$ cat config.mk
export PLATFORM = sky130hd
export DESIGN_NAME = mjolnir_drv_flat
export DESIGN_NICKNAME = d
export VERILOG_FILES = /design/src/rtl/mjolnir_drv_if.sv /design/src/rtl/mjolnir_drv.sv /design/src/flat_wrapper.sv
export SDC_FILE = /design/constraint.sdc
export NUM_CORES = 1
export LEC_CHECK = 0
export CAP_MARGIN = 0
export CORE_ASPECT_RATIO = 2
export CORE_UTILIZATION = 30
export DETAILED_ROUTE_END_ITERATION = 10
export GPL_ROUTABILITY_DRIVEN = 1
export PLACE_DENSITY = 0.53
export SKIP_CTS_REPAIR_TIMING = 1
export SYNTH_ARGS = -nofsm -noshare
export SYNTH_HDL_FRONTEND = slang
export SYNTH_SLANG_ARGS = --single-unit
$ cat constraint.sdc
create_clock -name clk -period 7.22 [get_ports clk]
set_clock_uncertainty 0.2 [all_clocks]
set_input_delay 1.444 -clock clk [delete_from_list [all_inputs] [get_ports clk]]
set_output_delay 1.444 -clock clk [all_outputs]
set_load 0.005 [all_outputs]
$ cat src/rtl/mjolnir_drv_if.sv
// Operand/result bundle between the adder test driver and its environment.
// slave is the driver's view; master is the environment (adder + control) view.
interface mjolnir_drv_if #(
  parameter int k = 64
);
  logic          start;
  logic [k-1:0]  seed;
  logic [15:0]   count;
  logic [k-1:0]  s_in;
  logic          cout_in;
  logic [k-1:0]  a;
  logic [k-1:0]  b;
  logic          busy;
  logic          done;
  logic          pass;
  logic [15:0]   err_cnt;
  logic [15:0]   fail_idx;

  modport master (
    output start, seed, count, s_in, cout_in,
    input  a, b, busy, done, pass, err_cnt, fail_idx
  );

  modport slave (
    input  start, seed, count, s_in, cout_in,
    output a, b, busy, done, pass, err_cnt, fail_idx
  );
endinterface

$ cat src/rtl/mjolnir_drv.sv
// Self-checking stimulus driver for a k-bit adder with LAT cycles of latency:
// launches count operand pairs, compares returned sums and reports the result.
module mjolnir_drv #(
  parameter int k   = 64,
  parameter int LAT = 1
) (
  input  logic         clk,
  input  logic         rst_n,
  mjolnir_drv_if.slave bus
);
  localparam logic [15:0] NO_FAIL = 16'hFFFF;

  typedef enum logic [1:0] {IDLE, RUN, DRAIN, DONE} state_t;

  state_t        state_q, state_d;
  logic [k-1:0]  a_q, a_d, b_q, b_d;
  logic [15:0]   cnt_q, cnt_d, idx_q, idx_d;
  logic [15:0]   err_cnt_q, err_cnt_d, fail_idx_q, fail_idx_d;
  logic          pass_q, pass_d;
  logic          launch, last_pair, chk_vld, chk_bad, last_chk;

  // Expected-result pipeline: stage 0 is loaded on the launch edge, stage LAT
  // lines up with the adder output sampled on the following edge.
  logic          pv_q [LAT+1];
  logic          pv_d [LAT+1];
  logic [k:0]    pe_q [LAT+1];
  logic [k:0]    pe_d [LAT+1];
  logic [15:0]   pi_q [LAT+1];
  logic [15:0]   pi_d [LAT+1];

  assign last_pair = (idx_q == cnt_q - 16'd1);
  assign chk_vld   = pv_q[LAT];
  assign chk_bad   = chk_vld && ({bus.cout_in, bus.s_in} != pe_q[LAT]);
  assign last_chk  = chk_vld && (pi_q[LAT] == cnt_q - 16'd1);

  always_ff @(posedge clk or negedge rst_n) begin
    if (!rst_n) state_q <= IDLE;
    else        state_q <= state_d;
  end

  always_comb begin
    state_d = state_q;
    case (state_q)
      IDLE:    if (bus.start) state_d = (bus.count == 16'd0) ? DONE : RUN;
      RUN:     if (last_pair) state_d = DRAIN;
      DRAIN:   if (last_chk)  state_d = DONE;
      DONE:    state_d = IDLE;
      default: state_d = IDLE;
    endcase
  end

  always_comb begin
    bus.busy = (state_q == RUN) || (state_q == DRAIN);
    bus.done = (state_q == DONE);
    // In DONE the final count is already in err_cnt_q; pass_q holds it afterwards.
    bus.pass = (state_q == DONE) ? (err_cnt_q == 16'd0) : pass_q;
  end

  assign bus.a        = a_q;
  assign bus.b        = b_q;
  assign bus.err_cnt  = err_cnt_q;
  assign bus.fail_idx = fail_idx_q;

  always_comb begin
    a_d        = a_q;
    b_d        = b_q;
    cnt_d      = cnt_q;
    idx_d      = idx_q;
    err_cnt_d  = err_cnt_q;
    fail_idx_d = fail_idx_q;
    pass_d     = pass_q;
    launch     = 1'b0;
    if (chk_bad) begin
      if (err_cnt_q != 16'hFFFF) err_cnt_d = err_cnt_q + 16'd1;
      if (fail_idx_q == NO_FAIL) fail_idx_d = pi_q[LAT];
    end
    case (state_q)
      IDLE: begin
        if (bus.start) begin
          cnt_d      = bus.count;
          idx_d      = 16'd0;
          err_cnt_d  = 16'd0;
          fail_idx_d = NO_FAIL;
          pass_d     = 1'b0;
          if (bus.count != 16'd0) begin
            a_d    = bus.seed;
            b_d    = ~bus.seed;
            launch = 1'b1;
          end
        end
      end
      RUN: begin
        if (!last_pair) begin
          a_d    = a_q + k'(1);
          b_d    = {b_q[k-2:0], b_q[k-1]};
          idx_d  = idx_q + 16'd1;
          launch = 1'b1;
        end
      end
      DONE:    pass_d = (err_cnt_q == 16'd0);
      default: ;
    endcase
  end

  always_comb begin
    pv_d[0] = launch;
    pe_d[0] = {1'b0, a_d} + {1'b0, b_d};
    pi_d[0] = idx_d;
    for (int j = 1; j <= LAT; j++) begin
      pv_d[j] = pv_q[j-1];
      pe_d[j] = pe_q[j-1];
      pi_d[j] = pi_q[j-1];
    end
  end

  always_ff @(posedge clk or negedge rst_n) begin
    if (!rst_n) begin
      a_q        <= '0;
      b_q        <= '0;
      cnt_q      <= '0;
      idx_q      <= '0;
      err_cnt_q  <= '0;
      fail_idx_q <= NO_FAIL;
      pass_q     <= 1'b0;
    end else begin
      a_q        <= a_d;
      b_q        <= b_d;
      cnt_q      <= cnt_d;
      idx_q      <= idx_d;
      err_cnt_q  <= err_cnt_d;
      fail_idx_q <= fail_idx_d;
      pass_q     <= pass_d;
    end
  end

  for (genvar gi = 0; gi <= LAT; gi++) begin : g_pipe
    always_ff @(posedge clk or negedge rst_n) begin
      if (!rst_n) begin
        pv_q[gi] <= 1'b0;
        pe_q[gi] <= '0;
        pi_q[gi] <= '0;
      end else begin
        pv_q[gi] <= pv_d[gi];
        pe_q[gi] <= pe_d[gi];
        pi_q[gi] <= pi_d[gi];
      end
    end
  end
endmodule
$ cat src/flat_wrapper.sv
// flat-port wrapper written by rule: the top's interface ports become plain ports
module mjolnir_drv_flat 
#(
  parameter int k   = 64,
  parameter int LAT = 1
)
  (clk, rst_n, bus_start, bus_seed, bus_count, bus_s_in, bus_cout_in, bus_a, bus_b, bus_busy, bus_done, bus_pass, bus_err_cnt, bus_fail_idx);
  mjolnir_drv_if #(.k(k)) bus_i ();
  input  logic clk;
  input  logic rst_n;
  input wire logic [$bits(bus_i.start)-1:0] bus_start;
  input wire logic [$bits(bus_i.seed)-1:0] bus_seed;
  input wire logic [$bits(bus_i.count)-1:0] bus_count;
  input wire logic [$bits(bus_i.s_in)-1:0] bus_s_in;
  input wire logic [$bits(bus_i.cout_in)-1:0] bus_cout_in;
  output wire logic [$bits(bus_i.a)-1:0] bus_a;
  output wire logic [$bits(bus_i.b)-1:0] bus_b;
  output wire logic [$bits(bus_i.busy)-1:0] bus_busy;
  output wire logic [$bits(bus_i.done)-1:0] bus_done;
  output wire logic [$bits(bus_i.pass)-1:0] bus_pass;
  output wire logic [$bits(bus_i.err_cnt)-1:0] bus_err_cnt;
  output wire logic [$bits(bus_i.fail_idx)-1:0] bus_fail_idx;
  assign bus_i.start = bus_start;
  assign bus_i.seed = bus_seed;
  assign bus_i.count = bus_count;
  assign bus_i.s_in = bus_s_in;
  assign bus_i.cout_in = bus_cout_in;
  assign bus_a = bus_i.a;
  assign bus_b = bus_i.b;
  assign bus_busy = bus_i.busy;
  assign bus_done = bus_i.done;
  assign bus_pass = bus_i.pass;
  assign bus_err_cnt = bus_i.err_cnt;
  assign bus_fail_idx = bus_i.fail_idx;
  mjolnir_drv #(.k(k), .LAT(LAT)) u_core (.clk(clk), .rst_n(rst_n), .bus(bus_i));
endmodule
# Yosys cells after proc, flatten, opt, wreduce, memory -nomap -nowiden
# Index checks and enable logic that the tools add are counted.
word_totals:
  input_bits: 148
  output_inout_bits: 163
  word_cells: 75
  ff_bits: 343
classes:
  n_addsub: 5
  n_reduce_logical: 13
  n_eq_ne: 12
  n_bitwise: 1
  mux: 31
op_table:
  columns: ["cell", "n"]
  rows:
  - ["2-to-1 mux 64 bit", 6]
  - ["one-hot mux 64 bit (2 select lines)", 2]
  - ["2-to-1 mux 16 bit", 10]
  - ["adder 64 x 64 -> 65 bit", 1]
  - ["!= test 65 bit", 1]
  - ["adder 64 x 1 -> 64 bit (second input constant)", 1]
  - ["inverter 64 bit", 1]
  - ["adder 16 x 1 -> 16 bit (second input constant)", 2]
  - ["equality test 16 bit", 2]
  - ["logical NOT 16 bit", 2]
  - ["one-hot mux 16 bit (2 select lines)", 1]
  - ["equality test 16 bit (second input constant)", 1]
  - ["!= test 16 bit (second input constant)", 1]
  - ["nonzero test 16 bit", 1]
  - ["subtractor 16 x 1 -> 16 bit (second input constant)", 1]
  - ["2-to-1 mux 2 bit", 4]
  - ["one-hot mux 2 bit (4 select lines)", 1]
  - ["AND reduction 3 bit", 2]
  - ["2-to-1 mux 1 bit", 5]
  - ["equality test 2 bit (second input constant)", 2]
  - ["!= test 2 x 1 -> 1 bit (second input constant)", 2]
  - ["!= test 2 bit (second input constant)", 2]
  - ["one-hot mux 1 bit (2 select lines)", 2]
  - ["AND reduction 2 bit", 2]
  - ["5 further kinds", 7]

# Longest topological paths before layout
depth:
  ltp_word: 5
  ltp_mapped: 26
  mapped_depth_nobuf: 24

# Worst setup path before layout
# No wires, ideal clock.
synth_path:
  path_kind: "register to register"
  start: "register u_core.cnt_q[8]"
  end: "register u_core.pe_q, in the netlist u_core.pe_d[61]"
  period_less_slack_ns: 6.231
  required_time_ns: 6.941
  slack_ns: 0.989
  setup_ns: 0.079
  stages_incl_launch_ff: 26
  n_path_buf: 4
  t_arrival_ns: 5.952
  path_cell_list: "dfrtp_1 -> clkbuf_1 -> or4_1 -> nor4_2 -> nor3b_2 -> xnor2_1 -> xnor2_1 -> and4_1 -> buf_6 -> nor4_4 -> buf_6 -> nand2_1 -> xnor2_1 -> a221o_1 -> ha_1 -> clkbuf_1 -> and3_1 -> nand4_1 -> or2_2 -> or4_1 -> o22a_1 -> o21ai_0 -> a211o_1 -> a311o_1 -> a41o_1 -> xor2_1"
synth_rtl:
  columns: ["element", "line", "rtl"]
  rows:
  - ["start: declaration", "mjolnir_drv.sv:17", "logic [15:0] cnt_q, cnt_d, idx_q, idx_d;"]
  - ["start signal: assignment", "mjolnir_drv.sv:128", "cnt_q <= cnt_d;"]
  - ["end signal: indexed assignment", "mjolnir_drv.sv:144", "pe_q[gi] <= pe_d[gi];"]
  - ["end: declaration", "mjolnir_drv.sv:26", "logic [k:0] pe_q [LAT+1];"]

==> results.md <==
Status:
- The flow ran to the end, and the final reports show no timing, DRC or antenna violations.

Detailed routing:
- Summed over all layers, the routed wires come to about 88000 um.
- The total iterations of the first detailed-routing run is 6.
- The final routed wire length divided by cell count is between 20 and 30 um.
- The number of antenna-violating nets in the routed design is 0.
- The number of DRC markers after the initial detailed-route iteration is ~1.1k.
- Using the TritonRoute via totals, the vias-per-cell ratio works out to 5.43.
- The via count is approximately 19k.
- For this run, design rule violations remaining after detail routing come to 0.

Synth:
- The most used flip-flop cell after synthesis is dfrtp_1.
- The number of synthesized flops with an enable pin is 0.
- The portion of the post-synthesis area used by sequential elements is 0.424.
- After synthesis, the share of flip-flops with an asynchronous set or reset is 1.00.
- The leading area contributor after synthesis is dfrtp_1.
- The mean instance size in the synthesized netlist is approximately 9.3 um2.
- For this run, the number of Yosys warnings is 0.
- Of the post-synthesis cell area, the dominant cell type holds 0.403.
- The net count after synthesis is between 2k and 2.5k.
- The mapped netlist covers 0.0203 mm2.
- The number of different library cells used by synthesis comes to 74.
- The synthesized netlist cell count is ~2.2k.
- Sorting the synthesized cells by area gives the leading types as dfrtp_1, xnor2_1, nand2_1.
- In this run, synthesis produced a sequential element count of about 340.

Clock network:
- The clock latency of the later-clocked register in the worst-skew pair is 0.57 ns.
- No sink is reached through more buffers than the 3 on the longest clock path.
- TritonCTS built the clock tree.
- After clock tree synthesis, the clock-pin slew on the worst setup and hold paths is 0.06 ns.
- The tree is rooted in a clkbuf_16.
- The H-tree was split into 2 levels.
- Clock tree synthesis found a total of ~340 sinks.
- Counting the buffers created by CTS gives 36.

Place:
- At the placement stage, the worst setup path has a slack of ~0.060 ns.
- Routability-driven placement finished with a final weighted congestion of roughly 0.96.
- The placed wire-length estimate is just under 70000 um.
- The total of buffers placed on input and output ports is between 300 and 400.

Setup path:
- The endpoint type of the worst setup path is a flop.
- The critical path is of the reg2reg type.
- The worst setup path is launched from a flop.
- The critical path data arrival time is about 7.2 ns.
- Of all nets on the critical path, the largest fanout is 7.
- At the worst endpoint, the required time is ~7.5 ns.

Global routing:
- The largest net degree at the start of global routing is about 130.
- The global route total overflow is 0.
- The number of antenna violations at the first check in global routing is 8.
- The total routing usage reported by global routing is 0.254.
- The first global-routing pass estimated between 100000 and 150000 um of wire.
- The via count of the first global-routing pass is ~19k.

Finish:
- The share of cells above drive strength 1 is 0.0972.
- The number of fill cells is just under 7k.
- The layout overhead on the synthesized area is 29.8%.
- The number of nets in the finished design is 2760.

Flow run:
- The tool flagged a number of max-cap violations equal to 0.

Timing:
- The worst path needs around 6.9 ns of the cycle, external delays included.
- The count of final max-slew check failures is 0.
- The post-layout worst setup margin is ~0.3 ns.
- Derived from the worst setup path, the maximum achievable clock frequency is about 140 MHz.
- In the finished design, the share of the clock period the worst path needs comes to 0.960.
- At the pin with the least slew margin, the transition time is 1.05 ns.
- The worst slew margin relative to its limit is 0.303.
- Setup violations remaining at the end of the flow were counted as 0.
- Setup repair after global routing left no endpoint under its margin.
- The post-route setup TNS is 0 ns.
- The total count of hold-check failures in the final report is 0.

Floorplan:
- During I/O placement, the number of pins put on the boundary was between 300 and 400.
- The row count is around 130.
- The initial core utilization is 0.304.
- The chip height is roughly 370 um.
- The die area is roughly 0.07 mm2.
- The total area inside the core boundary comes to between 0.06 and 0.07 mm2.
- The floorplan step set the die width to between 150 and 200 um.

Pwr:
- Power spread over the standard cell area amounts to 186 mW/mm2.
- In this run the static leakage power is 11.4 nW.
- The largest voltage drop on the vdd net is 0.152 mV.

Hold path:
- The class of the tightest hold or removal check is reg2reg.
==> synthesized netlist by cell type (11+ instances only) <==
| cell type | n |
|---|---|
| nor2_1 | 98 |
| o221ai_1 | 64 |
| ha_1 | 73 |
| xor2_1 | 87 |
| a21o_1 | 41 |
| nor2b_1 | 11 |
| nand2_1 | 355 |
| dfstp_2 | 16 |
| inv_1 | 36 |
| nand3_1 | 52 |
| o21bai_1 | 17 |
| nor3_1 | 20 |
| buf_2 | 13 |
| a221o_1 | 62 |
| mux2i_1 | 73 |
| nand2b_1 | 11 |
| xnor2_1 | 160 |
| a21oi_1 | 156 |
| dfrtp_1 | 327 |
| nand4_1 | 66 |
| o21ai_0 | 136 |
| o211ai_1 | 11 |
| and3_1 | 29 |
| clkbuf_1 | 108 |
| nor4_1 | 20 |
| and4_1 | 13 |
==> area by class of cell <==
class / count / area, um2 / share of cell area
clock inverters: 13 / 149 / 0.00565
flip-flops and latches: 343 / 8600 / 0.327
diodes: 3 / 7.51 / 0.000285
clock buffers: 48 / 1040 / 0.0394
multi-input cells: 1668 / 11000 / 0.419
inverters: 38 / 145 / 0.00551
well taps: 884 / 1110 / 0.0420
repair buffers: 451 / 4250 / 0.161
==> critical path: stages, from the launching register on <==
cell      delay, ns
dfrtp_1        0.44
or4_1          0.72
nor2_1         0.27
nand2_1        0.13
xor2_1         0.20
a211oi_1       0.42
and4_4         0.43
nor4_4         0.07
buf_4          0.16
buf_4          0.15
nand2_1        0.07
xnor2_1        0.07
a221o_1        0.32
ha_1           0.34
a21oi_1        0.32
o211ai_1       0.15
a41oi_1        0.42
or4_1          0.18
o22a_1         0.34
o21ai_0        0.22
a211o_1        0.33
a311o_1        0.41
a31oi_1        0.29
xnor2_1        0.16
==> worst paths after layout <==
check | from | to | slack [ns] | depth (start not counted)
max | u_core.cnt_q[5] | u_core.pe_d[57] | 0.29 | 23
min | u_core.pe_d[58] | u_core.pe_q[58] | 0.14 | 0
max reg2reg | u_core.cnt_q[5] | u_core.pe_d[57] | 0.29 | 23
min reg2reg | u_core.pe_d[58] | u_core.pe_q[58] | 0.14 | 0
max in group asynchronous | rst_n | u_core.bus.b[29] | 4.65 | 2
min in group asynchronous | rst_n | u_core.bus.err_cnt[4] | 0.74 | 1
==> sequential cells by signal, indices dropped and copies added, names as in the netlist <==
register / count
u_core.pv_d: 1
u_core.cnt_q: 16
u_core.pe_d: 65
u_core.bus.err_cnt: 16
u_core.pe_q: 65
u_core.bus.fail_idx: 16
u_core.chk_vld: 1
u_core.state_q: 2
u_core.bus.b: 64
u_core.pass_q: 1
u_core.pi_q: 16
u_core.idx_q: 16
u_core.bus.a: 64
==> placed cells by master (no fill, tap or decap), types with 73 or more instances in the layout <==
cell type	n
xnor2_1	160
buf_4	134
nand2_1	354
o21ai_0	135
mux2i_1	73
xor2_1	87
clkdlybuf4s50_1	309
a21oi_1	156
nor2_1	97
dfrtp_1	327
==> layer usage <==
metal / vias to the layer above / global-route usage / part of all wire
met3: 219 / 0.0540 / 0.063
met4: 12 / 0.176 / 0.080
met5: - / 0 / 0.00087
met2: 699 / 0.470 / 0.52
met1: 9226 / 0.244 / 0.33
li1: 8556 / - / -
==> power breakdown <==
group          total [mW]  switching [mW]  internal, mW
Clock                1.94           0.851          1.09
Sequential           2.16           0.103          2.06
Combinational       0.802           0.435         0.367
Total                4.91            1.39          3.52
==> logic make-up (layout without fill, tap and decap cells) <==
kind of cell	Yosys count	after routing	share of synthesized area
AOI/OAI and AO/OA	549	549	0.180
xor gates and xnor gates	249	249	0.109
DFF	343	343	0.424
muxes	73	73	0.0360
adders and majority gates	74	74	0.0460
buffers and inverters	169	550	0.0338
other	0	3	0
and+or+nand+nor	723	723	0.171
==> per-stage QoR <==
stage / std cells / hold WS [ns] / util / area (um2) / power, mW
after floorplan: 2180 / 0.131 / - / 20300 / 2.51
after global placement: 3382 / 0.133 / 0.376 / 25100 / 3.00
after detailed placement: 3382 / 0.135 / 0.376 / 25100 / 3.00
after CTS: 3443 / 0.147 / 0.394 / 26300 / 4.96
after global routing: 3445 / 0.144 / 0.395 / 26300 / 5.09
final: 3448 / 0.144 / 0.395 / 26300 / 4.91
No activity file was read; power rests on OpenSTA's default activity.
